[src/rtl/branch_history_ctrl_pkg.sv]
// Shared constants and types for the gshare global-history controller.
package branch_history_ctrl_pkg;
  localparam int PC_WIDTH        = 32;
  localparam int PC_ALIGN        = 2;
  localparam int GHR_WIDTH_DEF   = 8;
  localparam int QUEUE_DEPTH_DEF = 4;

  // Outcome of the resolve port on a given edge
  typedef enum logic [1:0] {
    RES_IDLE = 2'd0,
    RES_HIT  = 2'd1,
    RES_MISS = 2'd2
  } res_kind_e;
endpackage

[src/rtl/branch_history_ctrl_if.sv]
// Prediction/resolve/training bundle between fetch, decode and the history controller.
interface branch_history_ctrl_if #(
  parameter int GHR_WIDTH = 8
);
  import branch_history_ctrl_pkg::*;

  logic                 pred_valid;
  logic [PC_WIDTH-1:0]  pred_pc;
  logic                 pred_taken;
  logic                 pred_ready;
  logic [GHR_WIDTH-1:0] index;
  logic                 res_valid;
  logic                 res_taken;
  logic                 flush;
  logic                 is_last_branch;
  logic                 is_last_taken;
  logic [GHR_WIDTH-1:0] last_index;
  logic                 mispredict;

  modport master (
    output pred_valid, pred_pc, pred_taken, res_valid, res_taken, flush,
    input  pred_ready, index, is_last_branch, is_last_taken, last_index, mispredict
  );

  modport slave (
    input  pred_valid, pred_pc, pred_taken, res_valid, res_taken, flush,
    output pred_ready, index, is_last_branch, is_last_taken, last_index, mispredict
  );
endinterface

[src/rtl/branch_history_ctrl_fifo.sv]
// history_fifo: ring buffer of in-flight predictions; clear wins over push, pop still advances head.
module history_fifo #(
  parameter int WIDTH = 9,
  parameter int DEPTH = 4
) (
  input  logic             clk,
  input  logic             rst,
  input  logic             push,
  input  logic [WIDTH-1:0] push_data,
  input  logic             pop,
  input  logic             clear,
  output logic             full,
  output logic             empty,
  output logic [WIDTH-1:0] head_data
);
  localparam int PW = $clog2(DEPTH);

  logic [WIDTH-1:0] mem [DEPTH];
  logic [PW-1:0]    head, tail, head_nxt;
  logic [PW:0]      cnt;
  logic             push_ok, pop_ok;

  assign full      = (cnt == (PW+1)'(DEPTH));
  assign empty     = (cnt == '0);
  assign pop_ok    = pop && !empty;
  assign push_ok   = push && !full && !clear;
  assign head_nxt  = head + PW'(pop_ok);
  assign head_data = mem[head];

  always_ff @(posedge clk) begin
    if (!rst) begin
      head <= '0;
      tail <= '0;
      cnt  <= '0;
    end else begin
      head <= head_nxt;
      if (clear) begin
        // collapse onto the post-pop head so the next push lands at the new head
        tail <= head_nxt;
        cnt  <= '0;
      end else begin
        tail <= tail + PW'(push_ok);
        cnt  <= cnt + (PW+1)'(push_ok) - (PW+1)'(pop_ok);
      end
    end
  end

  always_ff @(posedge clk) begin
    if (push_ok) mem[tail] <= push_data;
  end
endmodule

[src/rtl/branch_history_ctrl.sv]
// gshare history owner: index hash, in-flight prediction queue, training outputs, GHR repair.
module branch_history_ctrl
  import branch_history_ctrl_pkg::*;
#(
  parameter int GHR_WIDTH   = GHR_WIDTH_DEF,
  parameter int QUEUE_DEPTH = QUEUE_DEPTH_DEF
) (
  input logic                    clk,
  input logic                    rst,
  branch_history_ctrl_if.slave   bh
);
  localparam int EW = GHR_WIDTH + 1;

  logic [GHR_WIDTH-1:0] ghr_spec, ghr_commit, ghr_commit_nxt;
  logic [GHR_WIDTH-1:0] idx;
  logic [EW-1:0]        head_data;
  logic                 q_full, q_empty;
  logic                 push, clear;
  res_kind_e            res_kind;

  logic                 lb_q, lt_q, mp_q;
  logic [GHR_WIDTH-1:0] li_q;
  logic                 unused_pc;

  assign unused_pc = ^{bh.pred_pc[PC_WIDTH-1:GHR_WIDTH+PC_ALIGN], bh.pred_pc[PC_ALIGN-1:0]};

  assign idx           = bh.pred_pc[GHR_WIDTH+PC_ALIGN-1:PC_ALIGN] ^ ghr_spec;
  assign bh.index      = idx;
  assign bh.pred_ready = !q_full;

  always_comb begin
    res_kind = RES_IDLE;
    if (bh.res_valid && !q_empty)
      res_kind = (bh.res_taken != head_data[0]) ? RES_MISS : RES_HIT;
  end

  assign ghr_commit_nxt = (res_kind != RES_IDLE) ? {ghr_commit[GHR_WIDTH-2:0], bh.res_taken}
                                                 : ghr_commit;
  assign clear = (res_kind == RES_MISS) || bh.flush;
  assign push  = bh.pred_valid && !q_full && !clear;

  history_fifo #(.WIDTH(EW), .DEPTH(QUEUE_DEPTH)) u_fifo (
    .clk       (clk),
    .rst       (rst),
    .push      (push),
    .push_data ({idx, bh.pred_taken}),
    .pop       (res_kind != RES_IDLE),
    .clear     (clear),
    .full      (q_full),
    .empty     (q_empty),
    .head_data (head_data)
  );

  // On a mispredict the post-update commit history already ends in the actual outcome
  always_ff @(posedge clk) begin
    if (!rst) begin
      ghr_spec   <= '0;
      ghr_commit <= '0;
    end else begin
      ghr_commit <= ghr_commit_nxt;
      if (clear)     ghr_spec <= ghr_commit_nxt;
      else if (push) ghr_spec <= {ghr_spec[GHR_WIDTH-2:0], bh.pred_taken};
    end
  end

  always_ff @(posedge clk) begin
    if (!rst) begin
      lb_q <= 1'b0;
      lt_q <= 1'b0;
      li_q <= '0;
      mp_q <= 1'b0;
    end else begin
      lb_q <= (res_kind != RES_IDLE);
      if (res_kind != RES_IDLE) begin
        lt_q <= bh.res_taken;
        li_q <= head_data[EW-1:1];
        mp_q <= (res_kind == RES_MISS);
      end
    end
  end

  assign bh.is_last_branch = lb_q;
  assign bh.is_last_taken  = lt_q;
  assign bh.last_index     = li_q;
  assign bh.mispredict     = mp_q;
endmodule

[src/flat_wrapper.sv]
// flat-port wrapper written by rule: the top's interface ports become plain ports
module branch_history_ctrl_flat import branch_history_ctrl_pkg::*;
#(
  parameter int GHR_WIDTH   = GHR_WIDTH_DEF,
  parameter int QUEUE_DEPTH = QUEUE_DEPTH_DEF
)
  (clk, rst, bh_pred_valid, bh_pred_pc, bh_pred_taken, bh_res_valid, bh_res_taken, bh_flush, bh_pred_ready, bh_index, bh_is_last_branch, bh_is_last_taken, bh_last_index, bh_mispredict);
  branch_history_ctrl_if #(.GHR_WIDTH(GHR_WIDTH)) bh_i ();
  input logic clk;
  input logic rst;
  input wire logic [$bits(bh_i.pred_valid)-1:0] bh_pred_valid;
  input wire logic [$bits(bh_i.pred_pc)-1:0] bh_pred_pc;
  input wire logic [$bits(bh_i.pred_taken)-1:0] bh_pred_taken;
  input wire logic [$bits(bh_i.res_valid)-1:0] bh_res_valid;
  input wire logic [$bits(bh_i.res_taken)-1:0] bh_res_taken;
  input wire logic [$bits(bh_i.flush)-1:0] bh_flush;
  output wire logic [$bits(bh_i.pred_ready)-1:0] bh_pred_ready;
  output wire logic [$bits(bh_i.index)-1:0] bh_index;
  output wire logic [$bits(bh_i.is_last_branch)-1:0] bh_is_last_branch;
  output wire logic [$bits(bh_i.is_last_taken)-1:0] bh_is_last_taken;
  output wire logic [$bits(bh_i.last_index)-1:0] bh_last_index;
  output wire logic [$bits(bh_i.mispredict)-1:0] bh_mispredict;
  assign bh_i.pred_valid = bh_pred_valid;
  assign bh_i.pred_pc = bh_pred_pc;
  assign bh_i.pred_taken = bh_pred_taken;
  assign bh_i.res_valid = bh_res_valid;
  assign bh_i.res_taken = bh_res_taken;
  assign bh_i.flush = bh_flush;
  assign bh_pred_ready = bh_i.pred_ready;
  assign bh_index = bh_i.index;
  assign bh_is_last_branch = bh_i.is_last_branch;
  assign bh_is_last_taken = bh_i.is_last_taken;
  assign bh_last_index = bh_i.last_index;
  assign bh_mispredict = bh_i.mispredict;
  branch_history_ctrl #(.GHR_WIDTH(GHR_WIDTH), .QUEUE_DEPTH(QUEUE_DEPTH)) u_core (.clk(clk), .rst(rst), .bh(bh_i));
endmodule
[config.mk]
export PLATFORM = sky130hd
export DESIGN_NAME = branch_history_ctrl_flat
export DESIGN_NICKNAME = d
export VERILOG_FILES = /design/src/rtl/branch_history_ctrl_pkg.sv /design/src/rtl/branch_history_ctrl_if.sv /design/src/rtl/branch_history_ctrl_fifo.sv /design/src/rtl/branch_history_ctrl.sv /design/src/flat_wrapper.sv
export SDC_FILE = /design/constraint.sdc
export NUM_CORES = 1
export LEC_CHECK = 0
export BUFFER_PORTS_ARGS = -buffer_cell sky130_fd_sc_hd__clkbuf_2
export CAP_MARGIN = 15
export CORE_MARGIN = 10
export CORE_UTILIZATION = 35
export DETAILED_ROUTE_END_ITERATION = 12
export HOLD_SLACK_MARGIN = 0.02
export SYNTH_ARGS = -nofsm -noshare
export SYNTH_HDL_FRONTEND = slang
export SYNTH_SLANG_ARGS = --single-unit
[constraint.sdc]
create_clock -name clk -period 2.9 [get_ports clk]
set_input_delay 0.145 -clock clk [delete_from_list [all_inputs] [get_ports clk]]
set_output_delay 0.145 -clock clk [all_outputs]
set_load 0.05 [all_outputs]
==> results of run 1 <==
==> critical path, stage by stage, from the launching register on <==
cell     delay (ns)
dfxtp_1        0.36
mux4_2         0.61
xnor2_4        0.19
o21ai_2        0.07
ha_1           0.29
inv_1          0.06
ha_1           0.13
inv_1          0.05
fa_1           0.38
xnor2_1        0.15
xnor2_1        0.13
and3_1         0.17
==> per-layer routing <==
layer  share of wire [%]  up-vias  GRT usage (%)  wire, um
li1                    -      958              -         -
met5                   0        -              0         0
met2                  49       41           16.2      3110
met3                 6.0        2           4.33       380
met4                0.42        0           2.79        27
met1                  45      924           12.4      2850
==> cell usage in the layout (no fill, tap or decap), types with 5 or more instances in the layout <==
cell type  Yosys  final
mux2i_1        7      7
clkbuf_8       0     10
inv_1          6      6
dfxtp_1       34     34
buf_4          0     10
edfxtp_1      36     36
clkbuf_2       0     34
nor2_1         7      7
o2111ai_1      6      6
a21boi_0      18     18
xor2_1        11     11
mux4_2         7      7
nand2_1       44     44
o21ai_0        7      7
nand3_1        5      5
==> flip-flops by register name, summed over array words and instances, names as in the netlist <==
signal,cells
u_core.bh.last_index,8
u_core.u_fifo.mem,36
u_core.u_fifo.tail,2
u_core.bh.mispredict,1
u_core.u_fifo.cnt,3
u_core.bh.is_last_taken,1
u_core.ghr_spec,8
u_core.bh.is_last_branch,1
u_core.u_fifo.head,2
u_core.ghr_commit,8
==> per-stage QoR <==
stage / worst slack [ns] / hold WS (ns)
5_1_grt: 0.0735 / 0.0342
2_1_floorplan: 0.0952 / 0.244
4_1_cts: 0.195 / 0.0321
3_3_place_gp: 0.231 / 0.385
6_report: 0.213 / 0.0515
3_5_place_dp: 0.214 / 0.403
==> report_power, final <==
group / internal (mW) / switching [mW]
combinational: 0.102 / 0.205
sequential: 1.08 / 0.0204
clock: 0.332 / 0.362
==> cells by family (layout without fill, tap and decap cells) <==
kind of cell	after synthesis	after routing	synth area share (%)
AND/OR/NAND/NOR	73	73	11.0
XOR/XNOR	14	14	4.70
buffers and inverters	18	67	2.58
adder cells (fa/ha/maj)	5	5	2.33
flip-flops	70	70	58.6
multiplexers	17	17	9.69
AO/OA/AOI/OAI	42	42	11.1
==> area by class of cell <==
class	instances	area, um^2	share of cell area, %
multi-input cells	151	1170	33.3
inverters	7	26.3	0.749
flip-flops and latches	70	1760	50.2
clock inverters	5	35.0	0.998
repair buffers	44	245	6.99
clock buffers	11	141	4.03
well taps	105	131	3.74
==> path summary, 6_finish.rpt <==
check / from / endpoint / cells after the start
setup reg to reg: u_core.u_fifo.head[0]$_SDFF_PN0_ / u_core.u_fifo.cnt[2]$_SDFF_PP0_ / 11
hold / removal: bh_pred_taken / u_core.u_fifo.mem[1][0]$_DFFE_PP_ / 1
hold reg to reg: u_core.bh.mispredict$_SDFFE_PN0N_ / u_core.bh.mispredict$_SDFFE_PN0N_ / 2
setup / recovery: u_core.u_fifo.head[0]$_SDFF_PN0_ / u_core.u_fifo.cnt[2]$_SDFF_PP0_ / 11
==> results_dict.tcl, run 1 <==
set metrics [dict create \
    status "finished, final reports clean" \
    htreeDepth 3 \
    grt_pass1_wl_mm 10.4 \
    hp-class "input pin to flip-flop" \
    drv_slew 0 \
    critPathRequiredTime_ns 3.13 \
    yosysMostFrequentCell "nand2_1" \
    reg2reg_slack_ns 0.21 \
    cts_tree "built" \
    clockRootBuffer "clkbuf_8" \
    syn_avg_cell_area_um2 12.6 \
    synth_common_cells "nand2_1, edfxtp_1, dfxtp_1, a21boi_0, xor2_1" \
    ys_top_cells_by_area "edfxtp_1, dfxtp_1, nand2_1" \
    io_pins 59 \
    start_util_pct 36.2 \
    synth_nets 283 \
    grt-ovfl-total 0 \
    place_inst 377 \
    die_y_um 113 \
    clk-insertion-delay-late_ns 0.34 \
    gp_congestion 0.823 \
    timing.final.crit_share_pct 92.7 \
    track_usage_pct 10.2 \
    ys_async_sr_fraction_pct 0 \
    hold_viol 0 \
    clock_path_buffers 2 \
    fin_util_pct 42.3 \
    numCtsBuffers 9 \
    yosys_warnings 0 \
    grt_pass1_vias 2016 \
    ys_seq_elements 70 \
    numClockSinks 70 \
    synth_edf_count 36 \
    setup_viol 0 \
    fp-row-count 33 \
    syn_inst 239 \
    vias 1925 \
    coreArea_um2 8300 \
    leakage_nw 1.29 \
    cp_data_arrival_time_ns 2.92 \
    yosys.area.top_type_share_pct 35.9 \
    antenna_found_initial 0 \
    fin_cells 393 \
    finalPower_mw 2.11 \
    endpoint_kind "flip-flop" \
    drt-initial-drc-count 76 \
    portBuffers 34 \
    syn2layout_area_growth_pct 16.7 \
    ctsHoldBuffers 0 \
    seq_area_frac_synth_pct 58.6 \
    postCtsSetupBuffers 0 \
    clk_pin_slew_ns 0.07 \
    grt_setup_unrepaired "false" \
    die_x_um 113 \
    viasPerCell 4.90 \
    ys_types 40 \
    slew_headroom_pct 50.0 \
    period_minus_slack_ns 2.69 \
    wire_per_inst_um 16.2 \
    die_area_um2 12700 \
    synth_area_leader_cell "edfxtp_1" \
    start_kind "flip-flop" \
    powerDensity_nw_per_um2 600 \
    detail-route-antenna-nets 0 \
    fmax_mhz 372 \
    cts_resized 0 \
    antenna_cells 0 \
    path_class "flip-flop to flip-flop" \
    nFillCells 810 \
    dp_hpwl_mm 4.41 \
    stdcell_area_um2 3510 \
    drt-pass1-iter-count 4 \
    synth_area_um2 3010 \
    drt-total-wl_mm 6.37 \
    drive_above_1_share_pct 25.3 \
    drc 0 \
    finalSetupTns_ns 0 \
    grt_start_max_net_pins 42 \
    ir_drop_mv 0.269 \
    place_area_um2 3330 \
    critPathMaxFanout 3 \
    skew_ns 0.00580 \
    cap_violations 0 \
    ys.flop_type "edfxtp_1" \
    tightest_slew_ns 0.751 \
    final_nets 327 \
]
Note: power is estimated with default switching activity, not from simulation.
==> run 2, diff against run 1 <==
ABC_AREA = 1   (was not set)
PLACE_DENSITY_LB_ADDON = 0.2   (was not set)
clock period = 3 ns   (was 2.9 ns; I/O delays follow)
==> run 2 against run 1 <==
  * Worst setup slack worse by 0.016 ns
  * Global-route usage up 0.067 points
  * Total power up 0.52%
  * Utilization up 0.20 points
  * Design area up 0.46%
  * Clock power up 17%
  * Non-clock buffer count up 3
  * Sequential power down 5%
  * Area after synthesis about the same
  * Worst hold slack better by 0.018 ns
  * Clock skew up 0.0059 ns
  * Fmax down 4.1%
  * Largest cell class unchanged
  * Largest power group unchanged
  * Highest routed layer unchanged
==> results_dict.tcl, run 2 <==
set metrics [dict create \
    die_y_um 113 \
    synth_area_um2 3010 \
    leakage_nw 1.46 \
    finalPower_mw 2.12 \
    yosys.area.top_type_share_pct 36.0 \
    grt_pass1_vias 2067 \
    vias 2115 \
    place_inst 441 \
    numClockSinks 70 \
    largest_register_ffs 36 \
    antenna_cells 0 \
    grt_start_max_net_pins 28 \
    syn_inst 302 \
    powerDensity_nw_per_um2 600 \
    synth_nets 346 \
    dp_hpwl_mm 4.46 \
    viasPerCell 4.63 \
    final_nets 391 \
    setup_viol 0 \
    ys_top_cells_by_area "edfxtp_1, dfxtp_1, nor2_1" \
    reg2reg_from "u_core.u_fifo.head[0]$_SDFF_PN0_" \
    die_area_um2 12700 \
    detail-route-antenna-nets 0 \
    grt-ovfl-total 0 \
    start_kind "flip-flop" \
    skew_ns 0.0117 \
    fin_cells 457 \
    synth_common_cells "nor2_1, edfxtp_1, dfxtp_1, inv_1, o21ai_0" \
    clk-insertion-delay-late_ns 0.34 \
    synth_edf_count 36 \
    cts_tree "built" \
    synth-simple-area-share_pct 19.1 \
    holdPathEnd "u_core.u_fifo.mem[2][0]$_DFFE_PP_" \
    drv_slew 0 \
    hp-class "input pin to flip-flop" \
    nFillCells 825 \
    grt_setup_unrepaired "false" \
    endpoint_kind "flip-flop" \
    period_minus_slack_ns 2.80 \
    min_path_cells 1 \
    clk_pin_slew_ns 0.07 \
    yosys.area_share.adder_pct 2.33 \
    slowest_delay_ns 0.39 \
    cpMaxStageDelayCell "dfxtp_4" \
    reg2regPathDepth 16 \
    regMostFlops "u_core.u_fifo.mem" \
    start_util_pct 36.2 \
    fin_util_pct 42.5 \
    final_common_cell "nor2_1" \
    yosysMostFrequentCell "nor2_1" \
    worstReg2RegEnd "u_core.u_fifo.cnt[2]$_SDFF_PP0_" \
    cap_violations 0 \
    tightest_slew_ns 0.479 \
    path_class "flip-flop to flip-flop" \
    fmax_mhz 357 \
    drc 0 \
    drt-total-wl_mm 6.36 \
    drt-pass1-iter-count 4 \
    synth_area_leader_cell "edfxtp_1" \
    syn_avg_cell_area_um2 9.95 \
    drt-initial-drc-count 47 \
    synth_xor_area_share_pct 3.21 \
    status "finished, final reports clean" \
    drive_above_1_share_pct 24.7 \
    finalSetupTns_ns 0 \
    reg2reg_slack_ns 0.20 \
    critPathMaxFanout 18 \
    synthMuxAreaShare_pct 0 \
    ys_seq_elements 70 \
    coreArea_um2 8300 \
    io_pins 59 \
    cp_data_arrival_time_ns 3.06 \
    ys_async_sr_fraction_pct 0 \
    hp-start "bh_pred_taken" \
    timing.final.crit_share_pct 93.4 \
    syn2layout_area_growth_pct 17.3 \
    hold_viol 0 \
    gp_congestion 0.753 \
    yosys_warnings 0 \
    slew_headroom_pct 68.0 \
    ys.flop_type "edfxtp_1" \
    die_x_um 113 \
    track_usage_pct 10.3 \
    path_cells "inv_6, nand2_2, nand3_2, nand2_1, nand2_2, nand3_4, nand2_4, inv_2, nand2_2, ha_1, inv_1, ha_1, inv_1, fa_1, or2_2, a21oi_1" \
    ys_types 31 \
    grt_pass1_wl_mm 10.5 \
    portBuffers 34 \
    ir_drop_mv 0.298 \
    clock_path_buffers 2 \
    wire_per_inst_um 13.9 \
    fp-row-count 33 \
    antenna_found_initial 0 \
    clockRootBuffer "clkbuf_8" \
    cpMostUsedCell "nand2_2" \
    htreeDepth 3 \
    layout_common_cells "nor2_1, edfxtp_1, clkbuf_2" \
    numCtsBuffers 9 \
    critPathRequiredTime_ns 3.26 \
    seq_area_frac_synth_pct 58.6 \
    synth_top_family_by_area "simple AND/OR/NAND/NOR gates" \
    synth-compound-area-share_pct 8.62 \
]
## run 2: per-layer routing
| metal | vias to the layer above | track usage [%] | routed length [um] |
|---|---|---|---|
| met5 | - | 0 | 0 |
| met4 | 0 | 2.62 | 51 |
| met3 | 6 | 4.63 | 365 |
| met2 | 40 | 15.5 | 2910 |
| met1 | 965 | 13.0 | 3030 |
| li1 | 1104 | - | - |
## run 2: area by class of cell
class	count	area, um^2	share of cell area (%)
flip-flops and latches	70	1770	50.1
multi-input cells	181	1000	28.4
repair buffers	47	268	7.59
inverters	38	148	4.19
well taps	105	131	3.73
clock buffers	10	128	3.62
clock inverters	6	86.3	2.45
## run 2: critical path, delay by kind of cell, from the launching register on
kind	cells	cell delay [ns]
simple gates	8	1.11
compound gates	1	0.18
fa+ha+maj	3	0.74
buf+inv	4	0.31
flops	1	0.39
## run 2: stage by stage
step	cell area [um^2]	hold WS, ns	setup WS [ns]
finish	3530	0.0693	0.197
detailed placement	3310	0.412	0.0337
global placement	3310	0.409	0.0780
CTS	3520	0.0553	0.0163
global route	3530	0.0570	0.00470
floorplan	3010	0.249	0.107
## run 2: worst max path at each step
stage | start | end | cells past startpoint
after global placement | u_core.u_fifo.head[0]$_SDFF_PN0_ | u_core.u_fifo.cnt[2]$_SDFF_PP0_ | 16
after global routing | u_core.u_fifo.head[0]$_SDFF_PN0_ | u_core.u_fifo.cnt[2]$_SDFF_PP0_ | 16
final | u_core.u_fifo.head[0]$_SDFF_PN0_ | u_core.u_fifo.cnt[2]$_SDFF_PP0_ | 16
after detailed placement | u_core.u_fifo.head[0]$_SDFF_PN0_ | u_core.u_fifo.cnt[2]$_SDFF_PP0_ | 16
after CTS | u_core.u_fifo.head[0]$_SDFF_PN0_ | u_core.u_fifo.cnt[2]$_SDFF_PP0_ | 16
after floorplan | u_core.u_fifo.cnt[0]$_SDFF_PP0_ | u_core.u_fifo.cnt[2]$_SDFF_PP0_ | 12
## run 2: logic make-up after synthesis
kind of cell | count (synthesis)
buffers and inverters | 51
adder cells (fa/ha/maj) | 5
AND/OR/NAND/NOR | 118
AO/OA/AOI/OAI | 47
XOR/XNOR | 11
flip-flops | 70
## run 2: power by group
group,leakage (nW),switching (mW),total (mW),internal [mW]
registers,0.603,0.0180,1.06,1.04
logic,0.756,0.180,0.247,0.0670
clock network,0.106,0.345,0.811,0.467
## run 2: repair_timing
| action | CTS | global route |
|---|---|---|
| hold buffers | 0 | 0 |
| setup endpoints to repair | 0 | 1 |
| resized for setup | 0 | 2 |
| buffers inserted | 0 | 0 |
==> run 3, diff against run 2 <==
CORE_MARGIN = 4   (was 10)
==> run 3 against run 2 <==
  * Critical path depth did not move
  * Total power rose by 4.0%
  * Clock skew fell by 0.0025 ns
  * First-iteration DRC count rose by 51%
  * Global-route usage rose by 2.8 points
  * Worst hold slack got worse by 0.012 ns
  * Combinational power barely moved
  * Cell count fell by 0.44%
  * Worst setup slack improved by 0.16 ns
  * Fmax rose by 6.0%
==> results_dict.tcl, run 3 (same netlist as run 2, synthesis figures left out) <==
set metrics [dict create \
    status "finished, final reports clean" \
    largest_register_ffs 36 \
    dp_hpwl_mm 4.20 \
    antenna_found_initial 0 \
    ctsHoldBuffers 0 \
    grt_pass1_wl_mm 10.0 \
    viasPerCell 4.61 \
    grt_pass1_vias 2010 \
    ir_drop_mv 0.496 \
    wire_per_inst_um 13.6 \
    track_usage_pct 13.0 \
    start_util_pct 36.2 \
    numClockSinks 70 \
    fin_util_pct 42.5 \
    cp_data_arrival_time_ns 2.92 \
    drive_above_1_share_pct 24.3 \
    period_minus_slack_ns 2.64 \
    finalWorstSetupSlack_ns 0.356 \
    hold_viol 0 \
    grt_start_max_net_pins 28 \
    final_nets 389 \
    die_area_um2 10100 \
    antenna_cells 0 \
    timing.final.crit_share_pct 88.1 \
    portBuffers 34 \
    hp-class "input pin to flip-flop" \
    clockRootBuffer "clkbuf_8" \
    regMostFlops "u_core.u_fifo.mem" \
    io_pins 59 \
    critPathRequiredTime_ns 3.27 \
    htreeDepth 3 \
    drt-initial-drc-count 71 \
    grt_setup_unrepaired "false" \
    critPathMaxFanout 18 \
    numCtsBuffers 9 \
    die_y_um 101 \
    cts_resized 0 \
    cts_tree "built" \
    leakage_nw 1.46 \
    setup_viol 0 \
    skew_ns 0.00925 \
    drt-pass1-iter-count 4 \
    cap_violations 0 \
    drt-total-wl_mm 6.19 \
    drv_slew 0 \
    clock_path_buffers 2 \
    postCtsSetupBuffers 0 \
    vias 2097 \
    pre_cts_slack_ns 0.335 \
    tightest_slew_ns 0.475 \
    drc 0 \
    place_area_um2 3290 \
    clk_pin_slew_ns 0.07 \
    layout_common_cells "nor2_1, edfxtp_1, clkbuf_2, dfxtp_1, inv_1" \
    gp_congestion 0.767 \
    final_common_cell "nor2_1" \
    start_kind "flip-flop" \
    grt-ovfl-total 0 \
    fp-row-count 33 \
    detail-route-antenna-nets 0 \
    clk-insertion-delay-late_ns 0.34 \
    endpoint_kind "flip-flop" \
    hold-worst-slack_ns 0.0568 \
    slew_headroom_pct 68.2 \
    fmax_mhz 378 \
    path_class "flip-flop to flip-flop" \
    die_x_um 101 \
    coreArea_um2 8300 \
    powerDensity_nw_per_um2 624 \
    stdcell_area_um2 3530 \
    syn2layout_area_growth_pct 17.4 \
    finalSetupTns_ns 0 \
]
## run 3: cell count changes in the layout (fill, tap and decap cells not counted)
| cell | change |
|---|---|
| buf_4 | -2 |
| bufinv_16 | +1 |
| clkbuf_1 | -1 |
| clkinv_2 | +1 |
| clkinv_4 | -1 |
| dfxtp_1 | +1 |
| dfxtp_4 | -1 |
## run 3: worst paths after layout
| check | cells after the start | from | slack [ns] | endpoint |
|---|---|---|---|---|
| setup / recovery | 16 | u_core.u_fifo.head[0]$_SDFF_PN0_ | 0.36 | u_core.u_fifo.cnt[2]$_SDFF_PP0_ |
| hold / removal | 1 | bh_pred_taken | 0.06 | u_core.u_fifo.mem[2][0]$_DFFE_PP_ |
| setup reg to reg | 16 | u_core.u_fifo.head[0]$_SDFF_PN0_ | 0.36 | u_core.u_fifo.cnt[2]$_SDFF_PP0_ |
| hold reg to reg | 2 | u_core.bh.is_last_taken$_SDFFE_PN0N_ | 0.46 | u_core.bh.is_last_taken$_SDFFE_PN0N_ |
## run 3: critical path, cell delays in order (launching register included)
cell and delay [ns]:
dfxtp_1 0.45, inv_6 0.11, nand2_2 0.08, nand3_2 0.07, nand2_1 0.09, nand2_2 0.06
nand3_4 0.07, nand2_4 0.12, inv_2 0.10, nand2_2 0.09, ha_1 0.28, inv_1 0.06
ha_1 0.13, inv_1 0.04, fa_1 0.37, or2_2 0.30, a21oi_1 0.14
## run 3: layout make-up
type | instances | area, um^2
clock inverters | 7 | 113
flip-flops and latches | 70 | 1760
inverters | 38 | 148
clock buffers | 9 | 124
multi-input cells | 181 | 1000
repair buffers | 45 | 253
well taps | 105 | 131
fillers | 814 | 4770
## run 3: where the power goes
part	switching [mW]	internal (mW)	leakage (nW)
clock network	0.351	0.547	0.119
logic	0.180	0.0662	0.744
registers	0.0163	1.04	0.602
## run 3: layer usage
layer / up-vias / GRT usage (%) / routed length, um
met5: - / 0 / 0
met4: 0 / 3.42 / 54
met2: 39 / 20.9 / 2850
met1: 960 / 16.7 / 2990
met3: 4 / 4.78 / 298
li1: 1094 / - / -
## run 3: metrics by stage
step	cells	power (mW)
after floorplan	302	1.27
after global placement	439	1.32
after detailed placement	439	1.33
after CTS	455	2.23
after global routing	455	2.30
final	455	2.20
